### src/rtl/cc_encoder.sv
// cc_encoder: serialises MIDI Control Change requests (channel, number, value)
// into a status/number/value byte stream for a UART transmitter, with optional
// running status that is forgotten after RS_TIMEOUT idle cycles.
module cc_encoder #(
  parameter int RS_TIMEOUT = 32767,
  parameter int CNT_W      = 15
) (
  input  logic       clk,
  input  logic       rst,
  input  logic [3:0] cc_ch,
  input  logic [6:0] cc_num,
  input  logic [6:0] cc_val,
  input  logic       cc_valid,
  output logic       cc_ready,
  output logic [7:0] tx_data,
  output logic       tx_valid,
  input  logic       tx_ready
);

  typedef enum logic [1:0] {
    IDLE   = 2'd0,
    STATUS = 2'd1,
    NUM    = 2'd2,
    VAL    = 2'd3
  } state_t;

  localparam logic [CNT_W-1:0] RS_LIM = CNT_W'(RS_TIMEOUT);

  state_t           state;
  logic [3:0]       ch_q;
  logic [6:0]       num_q;
  logic [6:0]       val_q;
  logic             rs_vld;
  logic [3:0]       rs_ch;
  logic [CNT_W-1:0] idle_cnt;

  logic capture;
  logic rs_apply;

  assign capture = cc_valid && cc_ready;

  // Status byte may be skipped only if the transmitter's last status is for
  // this channel and the line has not been idle long enough to forget it.
  assign rs_apply = (RS_TIMEOUT != 0) && rs_vld && (rs_ch == cc_ch) &&
                    (idle_cnt < RS_LIM);

  // Request fields are plain data: loaded on capture, never reset.
  always_ff @(posedge clk) begin
    if (capture) begin
      ch_q  <= cc_ch;
      num_q <= cc_num;
      val_q <= cc_val;
    end
  end

  // Message sequencer with registered handshake outputs and running-status tracking.
  always_ff @(posedge clk or posedge rst) begin
    if (rst) begin
      state    <= IDLE;
      cc_ready <= 1'b1;
      tx_valid <= 1'b0;
      tx_data  <= 8'h00;
      rs_vld   <= 1'b0;
      rs_ch    <= 4'h0;
      idle_cnt <= '0;
    end else begin
      case (state)
        IDLE: begin
          if (capture) begin
            // First byte is presented from the capture edge itself.
            cc_ready <= 1'b0;
            tx_valid <= 1'b1;
            if (rs_apply) begin
              state   <= NUM;
              tx_data <= {1'b0, cc_num};
            end else begin
              state   <= STATUS;
              tx_data <= {4'hB, cc_ch};
            end
          end else if (idle_cnt < RS_LIM) begin
            idle_cnt <= idle_cnt + CNT_W'(1);
          end
        end
        STATUS: begin
          if (tx_ready) begin
            rs_vld  <= 1'b1;
            rs_ch   <= ch_q;
            tx_data <= {1'b0, num_q};
            state   <= NUM;
          end
        end
        NUM: begin
          if (tx_ready) begin
            tx_data <= {1'b0, val_q};
            state   <= VAL;
          end
        end
        VAL: begin
          if (tx_ready) begin
            // Ready rises only after this edge, so a waiting request is
            // captured on the following edge.
            tx_valid <= 1'b0;
            cc_ready <= 1'b1;
            idle_cnt <= '0;
            state    <= IDLE;
          end
        end
        default: begin
          state    <= IDLE;
          cc_ready <= 1'b1;
          tx_valid <= 1'b0;
        end
      endcase
    end
  end

endmodule
### config.mk
export PLATFORM = sky130hd
export DESIGN_NAME = cc_encoder
export DESIGN_NICKNAME = d
export VERILOG_FILES = /design/src/rtl/cc_encoder.sv
export SDC_FILE = /design/constraint.sdc
export NUM_CORES = 1
export LEC_CHECK = 0
export ABC_AREA = 1
export CAP_MARGIN = 40
export CELL_PAD_IN_SITES_DETAIL_PLACEMENT = 1
export CELL_PAD_IN_SITES_GLOBAL_PLACEMENT = 1
export CORE_MARGIN = 5
export CORE_UTILIZATION = 47
export DETAILED_ROUTE_END_ITERATION = 7
export DONT_BUFFER_PORTS = 1
export HOLD_SLACK_MARGIN = 0.06
export PLACE_DENSITY = 0.86
export SLEW_MARGIN = 20
export SYNTH_ARGS = -nofsm -noshare
export SYNTH_HDL_FRONTEND = slang
export SYNTH_SLANG_ARGS = --single-unit
export TNS_END_PERCENT = 30
### constraint.sdc
create_clock -name clk -period 1.9 [get_ports clk]
set_input_delay 0.475 -clock clk [delete_from_list [all_inputs] [get_ports clk]]
set_output_delay 0.475 -clock clk [all_outputs]
set_load 0.03 [all_outputs]
======== Word level (Yosys, flattened, before mapping) ========
Cells that the tools add are included.
storage, ports and cells
  register bits ........................... 50
  output and inout port bits .............. 10
operators by class
  $add $sub $neg .......................... 1
  magnitude comparators ................... 1
  equal/unequal tests ..................... 10
  mux-type cells .......................... 21
  reductions and logical operators ........ 11
operator list
  kind                                                              number
  15-bit two-way mux                                                3
  8-bit two-way mux                                                 4
  15-bit case mux with 2 select lines                               1
  8-bit case mux with 3 select lines                                1
  15-bit by 1-bit adder with 15-bit output (second input constant)  1
  15-bit < comparator (second input constant)                       1
  2-bit != test (second input constant)                             6
  4-bit AND reduction                                               3
  2-bit two-way mux                                                 5
  2-bit case mux with 4 select lines                                1
  2-bit == test (second input constant)                             2
  4-bit == test                                                     1
  1-bit two-way mux                                                 4
  1-bit case mux with 2 select lines                                2
  1-bit logical AND                                                 3
  3-bit AND reduction                                               1
  3-bit nonzero test                                                1
  2-bit by 1-bit == test with 1-bit output (second input constant)  1
  2-bit zero test                                                   1
  2-bit AND reduction                                               1
  2-bit nonzero test                                                1

======== Logic depth before layout (Yosys ltp) ========
Gate-level depths: netlist of the first run.
  depth after elaboration ................. 6
  gate-level depth with buffers ........... 11
  mapped depth without buffers ............ 10

======== Least setup slack after synthesis of the first run ========
Ideal clock, no wire load.
  path type ............................... reg-to-reg
  from .................................... register cc_ready
  to ...................................... register idle_cnt[9]
  setup time .............................. 0.074 ns
  arrival time ............................ 1.684 ns
  slack ................................... 0.141 ns
  stages on the path, launching flop included .. 9
  path buffers ............................ 2
  path through ............................ dfstp_2 nand2_1 inv_1 nand2_1 nand3_2 buf_6 buf_12 nand2_1 o21ai_2
between the ends
  cells in the longest elaborated chain, start to end .. 3
RTL lines
  item                                  RTL line  RTL
  start: declaration                    14        output logic cc_ready,
  start signal: assignment              60        cc_ready <= 1'b1;
  start signal: assignment              71        cc_ready <= 1'b0;
  start signal: assignment              103       cc_ready <= 1'b1;
  1-bit logical AND                     40        assign capture = cc_valid && cc_ready;
  via capture                           37        logic capture;
  2-bit != test (no source line)        n/a
  4-bit AND reduction (no source line)  n/a
  end signal: assignment                81        idle_cnt <= idle_cnt + CNT_W'(1);
  end: declaration                      35        logic [CNT_W-1:0] idle_cnt;
The timed path passes the listed nets, and every way through them passes these cells.
A chain may end at the register's enable or synchronous reset.

======== Worst setup path in the final report of the first run ========
  from .................................... register state[1]
  to ...................................... register idle_cnt[6]
between the ends
  cells in the longest elaborated chain, start to end .. 3
  elaborated cells between the ends (all ways) .. 8
  classes of those cells .................. eq/ne: 4; mux: 1; reduce/logical: 3
RTL lines
  item                                                                         RTL line  RTL
  start: declaration                                                           29        state_t state;
  start signal: assignment                                                     59        state <= IDLE;
  start signal: assignment                                                     74        state <= NUM;
  start signal: assignment                                                     77        state <= STATUS;
  2-bit == test / 2-bit zero test (equally long branches)                      67        case (state)
  2-bit != test (no source line) / 2-bit nonzero test (equally long branches)  n/a
  4-bit AND reduction (no source line)                                         n/a
Parallel ways exist; a longest one is shown, timed or not.

==> flow_summary.json, run 1 <==
{
  "crit_slowest_cell": "dfrtp_1",
  "antenna_left": 0,
  "cp-start-kind": "flip-flop",
  "clk_path_buf_depth": 2,
  "hpwl_um": 4680,
  "die_h_um": 84.4,
  "syn_inst": 303,
  "wl_per_cell_um": 16.4,
  "grt_max_degree": 33,
  "port_buffers": 0,
  "startpoint": "state[1]",
  "clock_sinks": 50,
  "area_growth_pct": 7.89,
  "reg2reg_depth": 9,
  "setup_viol": 0,
  "path_cells": "ha_1 > clkinv_1 > nor2_2 > a21oi_2 > nand3_2 > buf_6 > inv_1 > nand2_1 > o21ai_1",
  "ys_top_cells_by_area": "dfrtp_1, edfxtp_1, nand2_1",
  "switchingPower_mw": 1.98,
  "post-cts-setup-buffers": 0,
  "synth.distinct_cells": 30,
  "fp-row-count": 27,
  "cts_tree": "built",
  "insertedDiodeCount": 0,
  "swShare": 0.462,
  "outcome": "complete, no violations",
  "synth_area_mm2": 0.00260,
  "vias_per_cell": 5.36,
  "antenna_found_initial": 0,
  "worstReg2RegEnd": "idle_cnt[6]",
  "initial_core_util": 0.478,
  "dp_cells": 376,
  "clockPowerShare": 0.149,
  "gp_congestion": 0.769,
  "num_vias": 2057,
  "dieArea_mm2": 0.00712,
  "seq_power_share": 0.420,
  "synth_seq_cells": 50,
  "layout-drive-gt1-share": 0.144,
  "cp-end-kind": "flip-flop",
  "r2r_slack_ps": 110,
  "power.density_mw_per_mm2": 1530,
  "power.internal_mw": 2.31,
  "layout.nets": 339,
  "maxCapViolCount": 0,
  "numCtsBuffers": 5,
  "p_total_mw": 4.28,
  "worstReg2RegStart": "state[1]",
  "cts-root-buf": "clkbuf_8",
  "clkTransAtPathRegs_ps": 100,
  "cp_max_fo": 15,
  "grt_pass1_wl_um": 10700,
  "yosysSeqAreaShare": 0.516,
  "comb_power_share": 0.431,
  "cp.arrival_ps": 1970,
  "core_area_mm2": 0.00544,
  "synth.net_count": 331,
  "critPathRequiredTime_ps": 2080,
  "fin_cells": 384,
  "crit_path_max_incr_delay_ps": 420,
  "min_period_over_period": 0.941,
  "drc": 0,
  "clock.fmax_mhz": 559,
  "p_leak_nw": 1.24,
  "maxSlewHeadroom": 0.701,
  "dr.pass1.iters": 4,
  "yosys_warnings": 0,
  "grt_usage": 0.188,
  "yosys.area.top_type_share": 0.298,
  "num_io_pins": 32,
  "hold_path.class": "in -> async",
  "synth_area_leader_cell": "dfrtp_1",
  "grt-ovfl-total": 0,
  "wirelength_um": 6310,
  "slew_violations": 0,
  "clock_latency_ps": 300,
  "fill_cells": 668,
  "drt_iter0_drc": 74,
  "first_global_vias": 2261,
  "htreeDepth": 2,
  "finalHoldViolCount": 0,
  "grt_setup_unrepaired": "yes",
  "dieWidth_um": 84.4,
  "avgSynthCellArea_um2": 8.58,
  "path_class": "reg -> reg",
  "fin_crit_ps": 1790,
  "fin_skew_ps": 8.52,
  "max_slew.worst_pin.slew_ps": 449,
  "ir_worst_vdd_uv": 996
}
-- metal layers --
layer / part of all wire / global-route usage / vias to the layer above
met5: 0 / 0 / -
met4: 0.016 / 0.0633 / 0
met1: 0.41 / 0.216 / 995
met3: 0.045 / 0.0520 / 10
li1: - / - / 1011
met2: 0.52 / 0.336 / 41
-- worst max-delay path, delay by kind of cell, from the launching register on --
family | cells | cell delay [ps]
adder cells (fa/ha/maj) | 1 | 250
AND/OR/NAND/NOR | 3 | 360
flip-flops | 1 | 420
AO/OA/AOI/OAI | 2 | 160
buffers and inverters | 3 | 470
-- area by class of cell --
type,count,area [um^2],share of cell area
clock buffer,5,68.8,0.0245
sequential,50,1340,0.479
clock inverter,3,22.5,0.00802
timing repair buffer,9,71.3,0.0254
tap,72,90.1,0.0321
inverter,35,131,0.0468
multi-input combinational,210,1080,0.384
-- worst max path at each step --
stage / to
floorplan: idle_cnt[9]
global placement: tx_data[6]
detailed placement: idle_cnt[6]
CTS: idle_cnt[6]
global route: tx_data[7]
finish: idle_cnt[6]
-- synthesized netlist by cell type --
cell type,n
nand2_1,84
inv_1,33
dfrtp_1,31
nand3_1,29
nor2_1,27
edfxtp_1,18
a21oi_1,12
o21ai_2,11
nand4_1,7
o21ai_0,7
a221oi_1,6
ha_1,6
or2_2,4
buf_2,3
clkbuf_1,3
nand2_2,3
nand3b_1,3
nor3_1,3
nor2_2,2
a22o_1,1
buf_12,1
buf_6,1
clkinv_1,1
dfstp_2,1
inv_2,1
nand3_2,1
nor2_4,1
o21ai_1,1
o21bai_1,1
xor2_1,1
-- placed cells by master, fill, tap and decap left out, drive strengths merged, types with 4 or more instances in the layout --
master / Yosys / final
nor2: 30 / 30
nand2: 87 / 87
dfrtp: 31 / 31
nand4: 7 / 7
buf: 5 / 9
clkbuf: 3 / 5
a221oi: 6 / 6
inv: 34 / 36
o21ai: 19 / 19
nand3: 30 / 30
a21oi: 12 / 12
or2: 4 / 4
ha: 6 / 6
edfxtp: 18 / 18
-- registers in the layout, summed over array words and instances, names as in the netlist --
register,cells
idle_cnt,15
tx_data,8
num_q,7
val_q,7
ch_q,4
rs_ch,4
state,2
cc_ready,1
rs_vld,1
tx_valid,1
-- through the flow --
stage                     utilization  worst slack [ps]  hold slack [ps]  TNS, ps  cell area, um^2
final                           0.516               113              149        0             2810
after global routing            0.516             -1.14              199    -1.14             2810
after CTS                       0.514              17.2              172        0             2800
after detailed placement        0.497               145              454        0             2700
after global placement          0.497               245              454        0             2700
after floorplan                     -               141              435        0             2600
-- power groups by stage --
stage / registers (mW) / clock network (mW) / logic, mW
after floorplan: 1.75 / 0 / 1.41
after global placement: 1.80 / 0 / 1.69
after detailed placement: 1.81 / 0 / 1.80
after CTS: 1.80 / 0.658 / 1.83
after global routing: 1.83 / 0.723 / 2.09
final: 1.80 / 0.638 / 1.85
-- what timing repair did --
item | in CTS | in global routing
endpoints found under the setup margin | 1 | 9
gates resized for setup | 1 | 5
hold buffers | 0 | 0
pin swaps | 0 | 0
-- kinds of logic after synthesis --
kind of cell,share of synthesized area
XOR/XNOR,0.00337
buffers and inverters,0.0726
AND/OR/NAND/NOR,0.277
flip-flops,0.516
adder cells (fa/ha/maj),0.0289
AO/OA/AOI/OAI,0.102
(Power assumes the default switching activity.)
==> run 2: changes to the inputs <==
- CORE_MARGIN: 5 -> 8
- CORE_UTILIZATION: 47 -> 38
- DONT_BUFFER_PORTS: 1 -> default
- PLACE_DENSITY: 0.86 -> 0.84
- clock period: 1.9 -> 1.4 ns (I/O delays scaled with it)
==> flow_summary.json, run 2 (synthesized netlist as in run 1, its figures left out) <==
{
  "mostFrequentLayoutCell": "nand2_1",
  "dieWidth_um": 98.7,
  "critPathRequiredTime_ps": 1660,
  "drt_iter0_drc": 211,
  "dieArea_mm2": 0.00975,
  "dr.pass1.iters": 4,
  "area_growth_pct": 54.6,
  "final_cell_area_mm2": 0.00402,
  "hpwl_um": 5690,
  "switchingPower_mw": 4.09,
  "fin_crit_ps": 1690,
  "path_class": "reg -> reg",
  "reg.largest.list": "idle_cnt (15), tx_data (8)",
  "swShare": 0.457,
  "num_io_pins": 32,
  "grt-ovfl-total": 0,
  "port_buffers": 31,
  "cp_max_fo": 5,
  "vias_per_cell": 5.59,
  "reg2reg_depth": 9,
  "antenna_found_initial": 0,
  "grt_usage": 0.195,
  "cp.arrival_ps": 1950,
  "maxCapViolCount": 0,
  "grt_max_degree": 33,
  "grt_pass1_wl_um": 14900,
  "setup_viol": 27,
  "final_cell_mix": "nand2_1, buf_4, dfrtp_1, nand3_1, inv_1",
  "setup_ws_ps": -293,
  "cp-start-kind": "flip-flop",
  "clock.fmax_mhz": 591,
  "fin_cells": 484,
  "first_global_vias": 2798,
  "ir_worst_vdd_uv": 1640,
  "worstReg2RegStart": "state[0]",
  "die_h_um": 98.7,
  "seq_power_share": 0.243,
  "fp-row-count": 30,
  "numCtsBuffers": 5,
  "maxSlewHeadroom": 0.753,
  "antenna_left": 0,
  "worstReg2RegEnd": "tx_data[0]",
  "p_leak_nw": 1.83,
  "cp-end-kind": "flip-flop",
  "hold_path.class": "in -> async",
  "r2r_slack_ps": -290,
  "layout.nets": 431,
  "min_period_over_period": 1.21,
  "dp_cells": 462,
  "grt_setup_unrepaired": "yes",
  "clock_latency_ps": 320,
  "power.internal_mw": 4.87,
  "outcome": "complete, but fails checks",
  "fin_skew_ps": 13.0,
  "max_slew.worst_pin.slew_ps": 369,
  "clk_path_buf_depth": 2,
  "num_vias": 2704,
  "cts_tree": "built",
  "initial_core_util": 0.387,
  "placed_cell_area_mm2": 0.00340,
  "htreeDepth": 2,
  "setup_tns_ps": -4590,
  "wl_per_cell_um": 23.1,
  "drc": 0,
  "largest_reg_flops": 15,
  "cts-root-buf": "clkbuf_8",
  "gp_congestion": 0.822,
  "clkTransAtPathRegs_ps": 110,
  "violations": "negative setup slack",
  "finalHoldViolCount": 0,
  "comb_power_share": 0.649,
  "core_area_mm2": 0.00672,
  "clock_sinks": 50,
  "power.density_mw_per_mm2": 2230,
  "largest_register": "idle_cnt",
  "layout-drive-gt1-share": 0.433,
  "wirelength_um": 11200,
  "insertedDiodeCount": 0,
  "clockPowerShare": 0.108,
  "slew_violations": 0
}
==> run 2: changes by cell type in the layout (fill, tap and decap cells not counted), sizes merged <==
cell / change
dlymetal6s2s: +3
clkdlybuf4s50: +18
clkdlybuf4s15: +3
clkbuf: +3
clkinvlp: +3
inv: -3
nand3: +1
buf: +65
clkinv: -1
==> run 2: through the flow <==
step,total power [mW],worst slack [ps],util,hold slack [ps]
finish,8.96,-293,0.599,368
global route,9.35,-366,0.599,391
CTS,7.65,-95.7,0.553,390
detailed placement,5.86,-500,0.506,473
global placement,5.64,-434,0.506,449
floorplan,4.35,-157,-,435
==> run 2: repair_timing <==
action                                  CTS  global route
setup buffers                             5             6
hold buffers                              0             0
pin swaps                                 4            13
resized for setup                        57            54
cloned                                    1             2
endpoints found under the setup margin   36            31
==> run 2: worst max-delay path, cell delays in order, from the launching register on <==
cell and delay, ps:
dfrtp_1 420, inv_2 100, ha_4 190, nand2_1 120, o21ai_2 90, inv_2 140
nand3_4 140, nor2_1 210, nand2_1 140, nand2_1 80
==> run 2: worst max-delay path by stage <==
stage                  start           to  cells past startpoint
finish              state[0]   tx_data[0]                      9
global route        state[0]   tx_data[0]                      9
CTS                 state[1]   tx_data[7]                      9
detailed placement  cc_ch[2]     state[0]                     10
global placement    cc_ch[2]     state[0]                     10
floorplan           cc_ready  idle_cnt[9]                      8
==> run 2: routing by layer <==
metal  vias up  routed length [um]  track usage
li1       1200                   -            -
met1      1375                4500        0.218
met2        89                5760        0.352
met3        40                 415       0.0331
met4         0                 497       0.0862
met5         -                   0            0
==> run 2: power by group through the flow <==
stage / registers, mW / logic (mW) / clock network (mW)
after CTS: 2.13 / 4.56 / 0.959
after floorplan: 2.38 / 1.97 / 0
final: 2.17 / 5.82 / 0.970
after detailed placement: 2.14 / 3.73 / 0
after global placement: 2.12 / 3.52 / 0
after global routing: 2.20 / 6.14 / 1.02
==> run 2: area by class of cell <==
type / instances / area (um^2)
flip-flops and latches: 50 / 1340
clock inverters: 2 / 16.3
clock buffers: 6 / 82.6
well taps: 80 / 100
repair buffers: 100 / 936
fillers: 731 / 2700
inverters: 35 / 151
multi-input cells: 211 / 1390
==> variant: new RTL, flow settings as in run 1 <==
Set the parameter `CNT_W` to 30 (it was 15).
--- a/src/rtl/cc_encoder.sv
+++ b/src/rtl/cc_encoder.sv
@@ -3,7 +3,7 @@
 // running status that is forgotten after RS_TIMEOUT idle cycles.
 module cc_encoder #(
   parameter int RS_TIMEOUT = 32767,
-  parameter int CNT_W      = 15
+  parameter int CNT_W      = 30
 ) (
   input  logic       clk,
   input  logic       rst,
Behaviour: same outputs for any inputs over 10 cycles, from zero or initial values and one cycle with rst high; that may be too few to reach the edited logic, so the function may still have changed.
==> variant against run 1 <==
- sequential cell count grew 15
- wire length grew 25%
- sequential power grew 21%
- worst setup slack lost 17 ps
- critical path depth shrank 1
- clock power grew 85%
- design area grew 27%
- die area grew 19%
- total power grew 30%
- area after synthesis grew 21%
- clock skew shrank 0.69 ps
- highest routed layer unchanged
==> variant: results (changes against run 1) <==
* Routed wl met2 at 4180 um (was 3310 um)
* Gate Count Post-Synth at 357 (was 303)
* NumNets Final at 404 (was 339)
* Logic depth of the worst register-to-register path at 8 (was 9)
* Hpwl dp at 5520 um (was 4680 um)
* Detailed-route wire length on metal 1 at 3120 um (was 2620 um)
* Number of H-tree levels at 3 (was 2)
* Critical R2R Launch: state[0] (was state[1])
* Xor/xnor cell area share of the yosys netlist at 3.06% (was 0.337%)
* Run status: complete, no violations (unchanged)
* Area fraction in compound gates after synthesis at 5.40% (was 10.2%)
* Number of enable flip-flop cells after synthesis at 18 (unchanged)
* Synth top area cells: sky130_fd_sc_hd__dfrtp_1 37%, sky130_fd_sc_hd__edfxtp_1 17%, sky130_fd_sc_hd__nand2_1 13% (was sky130_fd_sc_hd__dfrtp_1 30%, sky130_fd_sc_hd__edfxtp_1 21%, sky130_fd_sc_hd__nand2_1 12%)
* Number of distinct standard cells referenced by the synthesized netlist at 33 (was 30)
* Worst ir drop on vdd at 1.05 mV (was 0.996 mV)
* Most instantiated cells after synthesis: 108 x sky130_fd_sc_hd__nand2_1, 52 x sky130_fd_sc_hd__nor2_1, 46 x sky130_fd_sc_hd__dfrtp_1 (was 84 x sky130_fd_sc_hd__nand2_1, 33 x sky130_fd_sc_hd__inv_1, 31 x sky130_fd_sc_hd__dfrtp_1)
* Fraction of final layout cells sized beyond drive strength 1 at 15.5% (was 14.4%)
* Critical path fanouts, max at 7 (was 15)
* Cells after DPL at 435 (was 376)
* Final Skew at 7.83 ps (was 8.52 ps)
* Worst R2R Setup Slack at 100 ps (was 110 ps)
* Synth Net Count at 386 (was 331)
* Proportion of synthesized flip-flops having asynchronous set or reset at 72.3% (was 64.0%)
* Path type of the worst min-delay path: input pin to flop (was input pin to async pin)
* Maximum number of pins on one net before global-route repair at 48 (was 33)
* Via count of the first global-routing pass at 2656 (was 2261)
* Clock-pin slew on the worst setup and hold paths at 80 ps (was 100 ps)
* Detailed Route WL at 7890 um (was 6310 um)
* Antenna violations before repair at 0 (unchanged)
* Sequential area share after synthesis at 54.5% (was 51.6%)
* Leak at 1.66 nW (was 1.24 nW)
* All-Layer GR Usage at 19.4% (was 18.8%)
* Worst-case headroom to the max-slew limit at 77.5% (was 70.1%)
* Final estimated routing congestion in global placement at 0.819 (was 0.769)
* Critical Path Sink: state[1] (was idle_cnt[6])
* First-pass GRT wire length at 12800 um (was 10700 um)
* Average wire per cell in the routed design at 17.3 um (was 16.4 um)
* Biggest regs: idle_cnt (30), tx_data (8) (was idle_cnt (15), tx_data (8))
* Clock latency on the worst-skew pair at 350 ps (was 300 ps)
* FILL cells at 759 (was 668)
* CP arrival at 2090 ps (was 1970 ps)
* Initial detailed-routing violation count at 108 (was 74)
* Vias post-DR at 2485 (was 2057)
* Post-synthesis adder-cell area fraction at 2.78% (was 2.89%)
* Sum of met3 wire segment lengths after detailed routing at 463 um (was 282 um)
* Number of clock buffers inserted by TritonCTS at 9 (was 5)
-- variant: per-stage QoR --
step | setup TNS [ps] | setup WS, ps | hold slack, ps | cell area, um^2
final | 0 | 96.0 | 212 | 3550
after global routing | -28.4 | -19.8 | 188 | 3550
after CTS | 0 | 12.4 | 200 | 3490
after detailed placement | 0 | 43.1 | 423 | 3280
after global placement | 0 | 128 | 420 | 3280
after floorplan | 0 | 178 | 435 | 3150
-- variant: worst max-delay path, stage by stage (launching register included) --
cell and delay [ps]:
sky130_fd_sc_hd__dfrtp_1 420, sky130_fd_sc_hd__inv_1 110, sky130_fd_sc_hd__ha_2 420, sky130_fd_sc_hd__clkinvlp_4 200, sky130_fd_sc_hd__buf_2 210, sky130_fd_sc_hd__buf_4 140, sky130_fd_sc_hd__nor2_1 100, sky130_fd_sc_hd__nor2_1 60
sky130_fd_sc_hd__nor2_1 80
-- variant: repair_timing --
action,in CTS,in global routing
setup endpoints to repair,2,37
pin swaps,0,1
hold endpoints to repair,46,0
resized for setup,1,8
hold buffers,1,0
buffers inserted,0,5
-- variant: logic make-up (layout without fill, tap and decap cells) --
kind of cell | Yosys count | after routing
adder cells (fa/ha/maj) | 7 | 7
buffers and inverters | 43 | 66
XOR/XNOR | 11 | 11
AND/OR/NAND/NOR | 203 | 203
AO/OA/AOI/OAI | 28 | 28
flip-flops | 65 | 65
-- variant: power breakdown --
part           switching (mW)  internal, mW
Clock                   0.572         0.610
Combinational            1.40         0.797
Sequential              0.433          1.74
-- variant: worst min path at each step --
stage / startpoint / endpoint / slack (ps)
global placement: rst / rs_ch[2] / 420
floorplan: rs_vld / rs_vld / 440
global route: cc_val[0] / val_q[0] / 190
detailed placement: rst / rs_ch[2] / 420
finish: cc_val[1] / val_q[1] / 210
CTS: cc_val[3] / val_q[3] / 200
-- variant: layout make-up --
| cell class | instances | area, um^2 | share of cell area [%] |
|---|---|---|---|
| clock inverter | 6 | 67.6 | 1.90 |
| clock buffer | 10 | 128 | 3.59 |
| timing repair buffer | 16 | 145 | 4.08 |
| inverter | 34 | 134 | 3.77 |
| multi-input combinational | 249 | 1260 | 35.6 |
| sequential | 65 | 1720 | 48.4 |
| tap | 77 | 96.3 | 2.71 |
-- variant: routing by layer --
metal | track usage, % | vias up
li1 | - | 1169
met1 | 22.5 | 1243
met2 | 33.5 | 63
met3 | 6.46 | 10
met4 | 6.81 | 0
met5 | 0 | -
